### src/rtl/ci_issuer_pkg.sv
// Types and constants shared by the CI issuer, its interface and the CI slaves it drives.
package ci_issuer_pkg;

   typedef enum logic [2:0] {
      IDLE,
      ISSUE,
      WAIT,
      RESP,
      ABORT
   } state_t;

   // Opcode values agreed with the slave op units
   typedef enum logic [7:0] {
      OP_NOP = 8'h00,
      OP_ADD = 8'h01,
      OP_MUL = 8'h02,
      OP_CVT = 8'h08
   } ci_op_t;

endpackage

### src/rtl/ci_issuer_if.sv
// Command, custom-instruction and response signals of the CI issuer; master is the issuer side.
interface ci_issuer_if #(
   parameter int N_W = 8
);

   logic           cmd_valid;
   logic           cmd_ready;
   logic [N_W-1:0] cmd_n;
   logic [31:0]    cmd_dataa;
   logic [31:0]    cmd_datab;

   logic [31:0]    ci_dataa;
   logic [31:0]    ci_datab;
   logic [N_W-1:0] ci_n;
   logic           ci_start;
   logic           ci_clk_en;
   logic           ci_reset;
   logic [31:0]    ci_result;
   logic           ci_done;

   logic           rsp_valid;
   logic           rsp_ready;
   logic [31:0]    rsp_result;
   logic [N_W-1:0] rsp_n;
   logic           rsp_err;

   modport master (
      input  cmd_valid, cmd_n, cmd_dataa, cmd_datab, ci_result, ci_done, rsp_ready,
      output cmd_ready, ci_dataa, ci_datab, ci_n, ci_start, ci_clk_en, ci_reset,
             rsp_valid, rsp_result, rsp_n, rsp_err
   );

   modport slave (
      output cmd_valid, cmd_n, cmd_dataa, cmd_datab, ci_result, ci_done, rsp_ready,
      input  cmd_ready, ci_dataa, ci_datab, ci_n, ci_start, ci_clk_en, ci_reset,
             rsp_valid, rsp_result, rsp_n, rsp_err
   );

endinterface

### src/rtl/ci_issuer.sv
// Issues one Nios II custom-instruction op at a time from a valid/ready command and returns its result.
// Build option CI_TIMEOUT_EN: variable-latency ops abort after TIMEOUT wait cycles (rsp_err=1).
module ci_issuer
   import ci_issuer_pkg::*;
#(
   parameter int N_W       = 8,
   parameter int FIXED_LAT = 0,
   parameter int TIMEOUT   = 256
) (
   input logic         clk,
   input logic         reset_n,
   ci_issuer_if.master bus
);

   // One counter serves both the fixed-latency countdown and the timeout count-up
   localparam int CNT_MAX = (FIXED_LAT > TIMEOUT) ? FIXED_LAT : TIMEOUT;
   localparam int CNT_W   = $clog2(CNT_MAX + 1);
   localparam logic [CNT_W-1:0] LAT_LD  = CNT_W'(FIXED_LAT);
   localparam logic [CNT_W-1:0] CNT_ONE = CNT_W'(1);
`ifdef CI_TIMEOUT_EN
   localparam logic [CNT_W-1:0] TO_LAST = CNT_W'(TIMEOUT - 1);
`endif

   state_t         state, state_nx;
   logic [CNT_W-1:0] cnt;
   logic [N_W-1:0] n_q;
   logic [31:0]    a_q, b_q, res_q;
   logic           accept, capture;

   assign accept = bus.cmd_valid && bus.cmd_ready;

   always_ff @(posedge clk or negedge reset_n) begin
      if (!reset_n) state <= IDLE;
      else          state <= state_nx;
   end

   always_comb begin
      state_nx = state;
      capture  = 1'b0;
      case (state)
         IDLE:  if (accept) state_nx = ISSUE;
         ISSUE: begin
            if (FIXED_LAT == 0 && bus.ci_done) begin
               capture  = 1'b1;
               state_nx = RESP;
            end else begin
               state_nx = WAIT;
            end
         end
         WAIT: begin
            if (FIXED_LAT > 0) begin
               if (cnt == CNT_ONE) begin
                  capture  = 1'b1;
                  state_nx = RESP;
               end
            end else if (bus.ci_done) begin
               capture  = 1'b1;
               state_nx = RESP;
            end
`ifdef CI_TIMEOUT_EN
            else if (cnt == TO_LAST) begin
               state_nx = ABORT;
            end
`endif
         end
         RESP:    if (bus.rsp_ready) state_nx = IDLE;
         ABORT:   state_nx = RESP;
         default: state_nx = IDLE;
      endcase
   end

   always_ff @(posedge clk or negedge reset_n) begin
      if (!reset_n) begin
         n_q   <= '0;
         a_q   <= '0;
         b_q   <= '0;
         res_q <= '0;
         cnt   <= '0;
      end else begin
         if (accept) begin
            n_q <= bus.cmd_n;
            a_q <= bus.cmd_dataa;
            b_q <= bus.cmd_datab;
         end
         if (capture) res_q <= bus.ci_result;
`ifdef CI_TIMEOUT_EN
         if (state == ABORT) res_q <= '0;
`endif
         if (state == ISSUE)     cnt <= (FIXED_LAT > 0) ? LAT_LD : '0;
         else if (state == WAIT) cnt <= (FIXED_LAT > 0) ? cnt - CNT_ONE : cnt + CNT_ONE;
      end
   end

`ifdef CI_TIMEOUT_EN
   logic err_q;

   always_ff @(posedge clk or negedge reset_n) begin
      if (!reset_n)           err_q <= 1'b0;
      else if (capture)       err_q <= 1'b0;
      else if (state == ABORT) err_q <= 1'b1;
   end

   assign bus.rsp_err  = err_q;
   assign bus.ci_reset = !reset_n || (state == ABORT);
`else
   assign bus.rsp_err  = 1'b0;
   assign bus.ci_reset = !reset_n;
`endif

   assign bus.cmd_ready  = reset_n && (state == IDLE);
   assign bus.ci_start   = (state == ISSUE);
   assign bus.ci_clk_en  = (state == ISSUE) || (state == WAIT);
   assign bus.ci_dataa   = a_q;
   assign bus.ci_datab   = b_q;
   assign bus.ci_n       = n_q;
   assign bus.rsp_valid  = (state == RESP);
   assign bus.rsp_result = res_q;
   assign bus.rsp_n      = n_q;

endmodule
### src/flat_wrapper.sv
// flat-port wrapper written by rule: the top's interface ports become plain ports
module ci_issuer_flat import ci_issuer_pkg::*;
#(
   parameter int N_W       = 8,
   parameter int FIXED_LAT = 0,
   parameter int TIMEOUT   = 256
)
  (clk, reset_n, bus_cmd_valid, bus_cmd_n, bus_cmd_dataa, bus_cmd_datab, bus_ci_result, bus_ci_done, bus_rsp_ready, bus_cmd_ready, bus_ci_dataa, bus_ci_datab, bus_ci_n, bus_ci_start, bus_ci_clk_en, bus_ci_reset, bus_rsp_valid, bus_rsp_result, bus_rsp_n, bus_rsp_err);
  ci_issuer_if #(.N_W(N_W)) bus_i ();
  input logic clk;
  input logic reset_n;
  input wire logic [$bits(bus_i.cmd_valid)-1:0] bus_cmd_valid;
  input wire logic [$bits(bus_i.cmd_n)-1:0] bus_cmd_n;
  input wire logic [$bits(bus_i.cmd_dataa)-1:0] bus_cmd_dataa;
  input wire logic [$bits(bus_i.cmd_datab)-1:0] bus_cmd_datab;
  input wire logic [$bits(bus_i.ci_result)-1:0] bus_ci_result;
  input wire logic [$bits(bus_i.ci_done)-1:0] bus_ci_done;
  input wire logic [$bits(bus_i.rsp_ready)-1:0] bus_rsp_ready;
  output wire logic [$bits(bus_i.cmd_ready)-1:0] bus_cmd_ready;
  output wire logic [$bits(bus_i.ci_dataa)-1:0] bus_ci_dataa;
  output wire logic [$bits(bus_i.ci_datab)-1:0] bus_ci_datab;
  output wire logic [$bits(bus_i.ci_n)-1:0] bus_ci_n;
  output wire logic [$bits(bus_i.ci_start)-1:0] bus_ci_start;
  output wire logic [$bits(bus_i.ci_clk_en)-1:0] bus_ci_clk_en;
  output wire logic [$bits(bus_i.ci_reset)-1:0] bus_ci_reset;
  output wire logic [$bits(bus_i.rsp_valid)-1:0] bus_rsp_valid;
  output wire logic [$bits(bus_i.rsp_result)-1:0] bus_rsp_result;
  output wire logic [$bits(bus_i.rsp_n)-1:0] bus_rsp_n;
  output wire logic [$bits(bus_i.rsp_err)-1:0] bus_rsp_err;
  assign bus_i.cmd_valid = bus_cmd_valid;
  assign bus_i.cmd_n = bus_cmd_n;
  assign bus_i.cmd_dataa = bus_cmd_dataa;
  assign bus_i.cmd_datab = bus_cmd_datab;
  assign bus_i.ci_result = bus_ci_result;
  assign bus_i.ci_done = bus_ci_done;
  assign bus_i.rsp_ready = bus_rsp_ready;
  assign bus_cmd_ready = bus_i.cmd_ready;
  assign bus_ci_dataa = bus_i.ci_dataa;
  assign bus_ci_datab = bus_i.ci_datab;
  assign bus_ci_n = bus_i.ci_n;
  assign bus_ci_start = bus_i.ci_start;
  assign bus_ci_clk_en = bus_i.ci_clk_en;
  assign bus_ci_reset = bus_i.ci_reset;
  assign bus_rsp_valid = bus_i.rsp_valid;
  assign bus_rsp_result = bus_i.rsp_result;
  assign bus_rsp_n = bus_i.rsp_n;
  assign bus_rsp_err = bus_i.rsp_err;
  ci_issuer #(.N_W(N_W), .FIXED_LAT(FIXED_LAT), .TIMEOUT(TIMEOUT)) u_core (.clk(clk), .reset_n(reset_n), .bus(bus_i));
endmodule
### config.mk
export PLATFORM = sky130hd
export DESIGN_NAME = ci_issuer_flat
export DESIGN_NICKNAME = d
export VERILOG_FILES = /design/src/rtl/ci_issuer_pkg.sv /design/src/rtl/ci_issuer_if.sv /design/src/rtl/ci_issuer.sv /design/src/flat_wrapper.sv
export SDC_FILE = /design/constraint.sdc
export NUM_CORES = 1
export LEC_CHECK = 0
export ABC_AREA = 1
export ABC_CLOCK_PERIOD_IN_PS = 2200
export CORE_ASPECT_RATIO = 1.4
export CORE_MARGIN = 2
export CORE_UTILIZATION = 40
export DETAILED_ROUTE_END_ITERATION = 10
export PLACE_DENSITY_LB_ADDON = 0.1
export SYNTH_ARGS = -nofsm -noshare
export SYNTH_HDL_FRONTEND = slang
export SYNTH_SLANG_ARGS = --single-unit
### constraint.sdc
create_clock -name clk -period 2.2 [get_ports clk]
set_input_delay 0.66 -clock clk [delete_from_list [all_inputs] [get_ports clk]]
set_output_delay 0.66 -clock clk [all_outputs]
set_load 0.02 [all_outputs]
==> summary.txt, run 1 <==
Outcome
  • Status: finished, final reports clean

Synthesis
  • Synth Area in XOR/XNOR: 0%
  • Mapped Area: 4490 um2
  • Yosys cell types: 17
  • Post-Syn Instances: 493
  • Count leader, synth: nand2_1
  • Top cells by area, synth: dfrtp_1 59%, nand2_1 18%, nand3_1 11%
  • Main combinational cell family by area after synthesis: simple AND/OR/NAND/NOR gates
  • Net Count, Synth: 607
  • Simple-gate share of the synthesized area: 30.9%
  • Top cells by count, synth: 221 x nand2_1, 106 x dfrtp_1, 103 x nand3_1
  • Area share of the largest cell type after synthesis: 59.1%
  • Cell accounting for the most synthesized area: dfrtp_1
  • Post-synthesis mux area share: 0%
  • Synth Flop Type: dfrtp_1
  • #FFs+latches synth: 106
  • Asr flop ratio synth: 100%
  • Compound-cell area share of the yosys netlist: 0.223%
  • Yosys warnings: 0
  • Post-synthesis sequential area ratio: 59.1%
  • Adder-Cell Fraction of Synth Area: 1.39%
  • Mapped Avg Cell Area: 9.10 um2
  • EDFF count, synth: 0

Hold path
  • Worst min-delay path class: primary input to async pin

Worst setup path
  • Worst setup SP type: register
  • R2r setup slk: 0.42 ns
  • RR Endpoint: u_core.bus.ci_n[6]
  • FF-to-FF Start: u_core.state[0]
  • Worst EP arrival: 1.46 ns
  • Top fanout value on the critical path: 2
  • Worst Reg-to-Reg Cells: 7
  • Worst path required time: 1.54 ns
  • CP Class: register to output port
  • Critical Path Sink Type: output port

Clock tree
  • Hold buffers post-CTS: 0
  • CTS clk-pin slew, worst paths: 0.07 ns
  • Post-CTS setup buffers: 0
  • Clk sinks: 106
  • CTS H-tree lvls: 3
  • TritonCTS clock tree: built
  • Clk_lat worst skew: 0.33 ns
  • Total CTS buffers: 9
  • Clock buffer depth: 2
  • Root buffer cell: clkbuf_16

GRT
  • First-pass GRT wire length: 19.8 mm
  • Routing usage on met3: 6.57%
  • Largest net degree at the start of global routing: 73
  • GRT overflow: 0
  • Gr busiest metal: met2
  • Initial antenna violation count: 0
  • M2 GR Usage: 35.3%
  • GRT Resource Usage Total: 20.8%
  • M1 GR Usage: 24.7%
  • Vias in the first global route: 4,018

Final layout
  • Non-filler cells, final: 847
  • Area occupied by multi-input gates: 1460 um2
  • ANT cells: 0
  • Layout cells sized above 1: 4.82%
  • Area growth, synth to finish: 55.5%
  • Fill count: 932
  • Storage cell area: 2650 um2
  • Fin nets: 816

Floorplan
  • Die X-Extent: 93.5 um
  • Die area: 12,100 um2
  • Initial Utilization: 41.3%
  • Die H: 129 um
  • Core ar.: 10,900 um2
  • Ports: 227
  • Rows: 45

STA
  • Worst slew pin tran: 0.729 ns
  • Slew Viols, Final: 0
  • Final worst slack: 0.0823 ns
  • RSZ-0062 raised after global routing: false
  • Fmax: 472 MHz
  • Slew Limit Headroom: 51.4%
  • Min cycle time layout: 2.12 ns
  • Clock Skew: 0.00580 ns
  • Final Hold Vio Count: 0
  • Final period util: 96.3%
  • Setup TNS: 0 ns
  • Setup-failing EPs final: 0

Drt
  • Remaining DRCs: 0
  • Drt wl/cell: 14.9 um
  • Via/cell ratio: 4.80
  • WL final: 12.6 mm
  • DR vias: 4,064
  • Antenna Violating Nets Remaining: 0
  • Initial DRC count: 169
  • Drt pass-1 iters: 4

Power and ir drop
  • PwrDens: 1480 nW/um2
  • Largest vdd supply drop: 0.000719 V
  • Leak pwr: 3.40 nW
  • Total Power: 0.0103 W

Place
  • PortBufs: 225
  • Post-Place Worst Slack: -0.0832 ns
  • Post-DP HPWL: 9.09 mm
  • Placer Congestion: 0.827
  • Placed cell count: 832

Flow run
  • Max cap viols: 0
==> sequential cells by signal, indices dropped and copies added (netlist names) <==
name	count
u_core.bus.ci_dataa	32
u_core.bus.ci_datab	32
u_core.bus.rsp_result	32
u_core.bus.ci_n	8
u_core.state	2
==> cell families (layout without fill, tap and decap cells) <==
group,count (synthesis),count (layout)
compound gates,2,2
simple gates,329,329
fa+ha+maj,5,5
buf+inv,50,263
flops,106,106
other cells,1,1
==> per-layer routing <==
layer	up-vias	share of wire (%)	wire (um)
met4	0	2.9	366
li1	1961	-	-
met1	1926	39	4960
met3	23	8.2	1040
met5	-	0	0
met2	154	50	6260
==> worst max-delay path by stage <==
stage | endpoint | from | cells past startpoint | slack (ns)
finish | bus_cmd_ready | u_core.state[0] | 5 | 0.08
floorplan | bus_cmd_ready | u_core.state[0] | 5 | 0.43
CTS | bus_cmd_ready | u_core.state[0] | 5 | 0.02
global route | bus_cmd_ready | u_core.state[0] | 5 | 0.005
global placement | bus_ci_reset | reset_n | 4 | -0.09
detailed placement | bus_ci_reset | reset_n | 4 | -0.08
==> critical path, stage by stage, from the launching register on <==
cell	delay [ns]
dfrtp_1	0.38
inv_1	0.09
ha_1	0.21
nand2_2	0.09
inv_4	0.06
clkdlybuf4s15_1	0.30
==> timing repair <==
action / 4_1_cts / 5_1_grt
gates cloned: 0 / 0
endpoints found under the setup margin: 5 / 1
hold endpoints to repair: 0 / 0
gates resized for setup: 5 / 1
==> area by class of cell <==
class / count / share of cell area, %
Clock buffer: 13 / 3.73
Clock inverter: 2 / 0.179
Timing Repair Buffer: 240 / 34.1
Multi-Input combinational cell: 337 / 21.0
Inverter: 8 / 0.466
Tap cell: 141 / 2.53
Sequential cell: 106 / 38.0
==> layout by cell type, fill, tap and decap left out <==
cell and count:
conb_1 1, nand3_4 1, buf_4 14, buf_12 2, dlygate4sd2_1 4, nand2_2 1, clkbuf_8 2, inv_1 7
clkinv_2 1, nand3_1 103, dfrtp_1 106, ha_1 5, clkdlybuf4s15_1 1, inv_4 1, clkbuf_1 2, clkdlybuf4s50_1 218
buf_2 1, nand3_2 1, a21oi_1 2, nor2_1 2, clkbuf_16 9, clkinvlp_4 1, nand2_1 221
==> stage by stage <==
stage | hold WS [ns] | utilization (%) | cell area (um2)
floorplan | 0.364 | - | 4490
global placement | 0.454 | 61.7 | 6710
detailed placement | 0.459 | 61.7 | 6710
CTS | 0.132 | 64.2 | 6970
global route | 0.126 | 64.2 | 6970
finish | 0.142 | 64.2 | 6970
==> where the power goes <==
group	switching, W	internal (W)	leakage, nW
Sequential	0.000505	0.00287	1.32
Clock	0.000654	0.000823	0.132
Combinational	0.00299	0.00245	1.95
(Power assumes the default switching activity.)
==> run 2: changes to the inputs <==
CTS_CLUSTER_SIZE = 10   (was unset)
GPL_TIMING_DRIVEN = 0   (was unset)
==> summary.txt, run 2 (synthesized netlist as in run 1, its figures left out) <==
GRT
  • GRT overflow: 0 (unchanged)
  • Gr busiest metal: met2
  • Initial antenna violation count: 0 (unchanged)
  • M2 GR Usage: 40.0% (+4.7 points)
  • First-pass GRT wire length: 21.3 mm (+7.9%)
  • Routing usage on met3: 6.22% (-0.35 points)
  • GRT Resource Usage Total: 22.5% (+1.7 points)
  • M1 GR Usage: 25.2% (+0.45 points)
  • Vias in the first global route: 4,321 (+7.5%)
  • Largest net degree at the start of global routing: 30 (-59%)

Worst setup path
  • CP Class: register to output port
  • Worst setup SP type: register
  • Worst path required time: 1.54 ns (about the same)
  • RR Endpoint: u_core.bus.rsp_result[10]
  • Critical Path Sink Type: output port
  • Worst Reg-to-Reg Cells: 6 (-1)
  • FF-to-FF Start: u_core.state[0]
  • R2r setup slk: 0.61 ns (+0.19 ns)
  • Top fanout value on the critical path: 10 (+8)
  • Worst EP arrival: 1.46 ns (about the same)

Drt
  • Drt pass-1 iters: 6 (+2)
  • Initial DRC count: 184 (+8.9%)
  • DR vias: 4,248 (+4.5%)
  • Drt wl/cell: 15.2 um (+2.2%)
  • WL final: 13.4 mm (+6.0%)
  • Antenna Violating Nets Remaining: 0 (unchanged)
  • Via/cell ratio: 4.83 (+0.72%)
  • Remaining DRCs: 0 (unchanged)

Final layout
  • Layout cells sized above 1: 9.08% (+4.3 points)
  • Non-filler cells, final: 879 (+3.8%)
  • Most common cell after layout, fill and taps aside: nand2_1
  • Most frequent cells in the layout: 221 x nand2_1, 218 x clkdlybuf4s50_1, 104 x dfrtp_1
  • Fin nets: 847 (+3.8%)
  • ANT cells: 0 (unchanged)
  • Area growth, synth to finish: 64.9%
  • Post-layout instance area: 7390 um2 (+6.0%)

Floorplan
  • Die X-Extent: 93.5 um (unchanged)
  • Ports: 227 (unchanged)
  • Core ar.: 10,900 um2 (unchanged)
  • Die area: 12,100 um2 (unchanged)
  • Rows: 45 (unchanged)
  • Die H: 129 um (unchanged)
  • Initial Utilization: 41.3% (unchanged)

Outcome
  • Status: finished, final reports clean

Clock tree
  • CTS H-tree lvls: 3 (unchanged)
  • CTS clk-pin slew, worst paths: 0.07 ns (about the same)
  • Clock buffer depth: 2 (unchanged)
  • Hold buffers post-CTS: 0 (unchanged)
  • TritonCTS clock tree: built
  • Root buffer cell: clkbuf_16
  • Total CTS buffers: 9 (unchanged)
  • Clk_lat worst skew: 0.34 ns (about the same)
  • Clk sinks: 106 (unchanged)

Place
  • Post-DP HPWL: 9.72 mm (+6.9%)
  • Placer Congestion: 0.816 (-1.4%)
  • PortBufs: 224 (-0.44%)
  • Placed cell count: 859 (+3.2%)
  • Cell Area, Placed: 6930 um2 (+3.3%)

Power and ir drop
  • Total Power: 0.0109 W (+5.8%)
  • Leak pwr: 3.62 nW (+6.5%)
  • PwrDens: 1470 nW/um2 (-0.25%)
  • Largest vdd supply drop: 0.000841 V (+17%)

Flow run
  • Max cap viols: 0 (unchanged)

Hold path
  • Worst min-delay path class: primary input to async pin

STA
  • Final hold slack: 0.149 ns (+0.00746 ns)
  • Min cycle time layout: 2.12 ns (+0.00556 ns)
  • Setup-failing EPs final: 0 (unchanged)
  • Final Hold Vio Count: 0 (unchanged)
  • Setup TNS: 0 ns (unchanged)
  • Fmax: 471 MHz (-0.26%)
  • RSZ-0062 raised after global routing: false
  • Clock Skew: 0.00557 ns (-0.000228 ns)
  • Slew Viols, Final: 0 (unchanged)
  • Final period util: 96.5% (+0.25 points)
-- run 2: cell count changes in the layout (fill, tap and decap cells not counted), moves of 3 or more --
cell and delta:
buf_2 +5, buf_6 +14, buf_4 +3, bufbuf_16 +3
clkbuf_1 +5
-- run 2: worst max-delay path, stage by stage (launching register included) --
cell and delay, ns:
dfrtp_2 0.45, inv_2 0.09, ha_4 0.17, nand2_2 0.09, inv_6 0.06, buf_8 0.12
buf_4 0.14
-- run 2: worst max path at each step --
stage,start,to,slack (ns),depth (start not counted)
after floorplan,u_core.state[0],bus_cmd_ready,0.43,5
after global placement,reset_n,bus_cmd_ready,-4.60,5
after detailed placement,reset_n,bus_cmd_ready,-1.14,6
after CTS,u_core.state[0],bus_cmd_ready,0.02,6
after global routing,u_core.state[0],bus_cmd_ready,0.007,6
final,u_core.state[0],bus_cmd_ready,0.08,6
-- run 2: metal layers --
metal	part of all wire [%]	wire (um)
met1	36	4830
met2	53	7100
met3	8.4	1130
met4	2.4	325
met5	0	0
-- run 2: area by class of cell --
type	instances	area [um2]
Fill cell	863	3470
Sequential cell	106	2660
Timing Repair Buffer	229	2380
Multi-Input combinational cell	337	1480
Buffer	42	338
Clock buffer	12	256
Tap cell	141	176
Clock inverter	4	73.8
Inverter	8	35.0
-- run 2: what timing repair did --
item / 4_1_cts / 5_1_grt
cloned: 3 / 0
hold endpoints to repair: 0 / 0
setup buffers: 1 / 0
setup endpoints to repair: 5 / 1
gates resized for setup: 17 / 3
-- run 2: per-stage QoR --
step | utilization [%] | setup slack (ns)
after floorplan | - | 0.431
after global placement | 63.5 | -4.60
after detailed placement | 63.8 | -1.14
after CTS | 68.0 | 0.0222
after global routing | 68.0 | 0.00731
final | 68.0 | 0.0767
-- run 2: power by group --
group | total, W | internal (W) | switching (W)
logic | 0.00573 | 0.00267 | 0.00306
registers | 0.00341 | 0.00288 | 0.000536
clock network | 0.00175 | 0.00106 | 0.000694
total | 0.0109 | 0.00661 | 0.00429
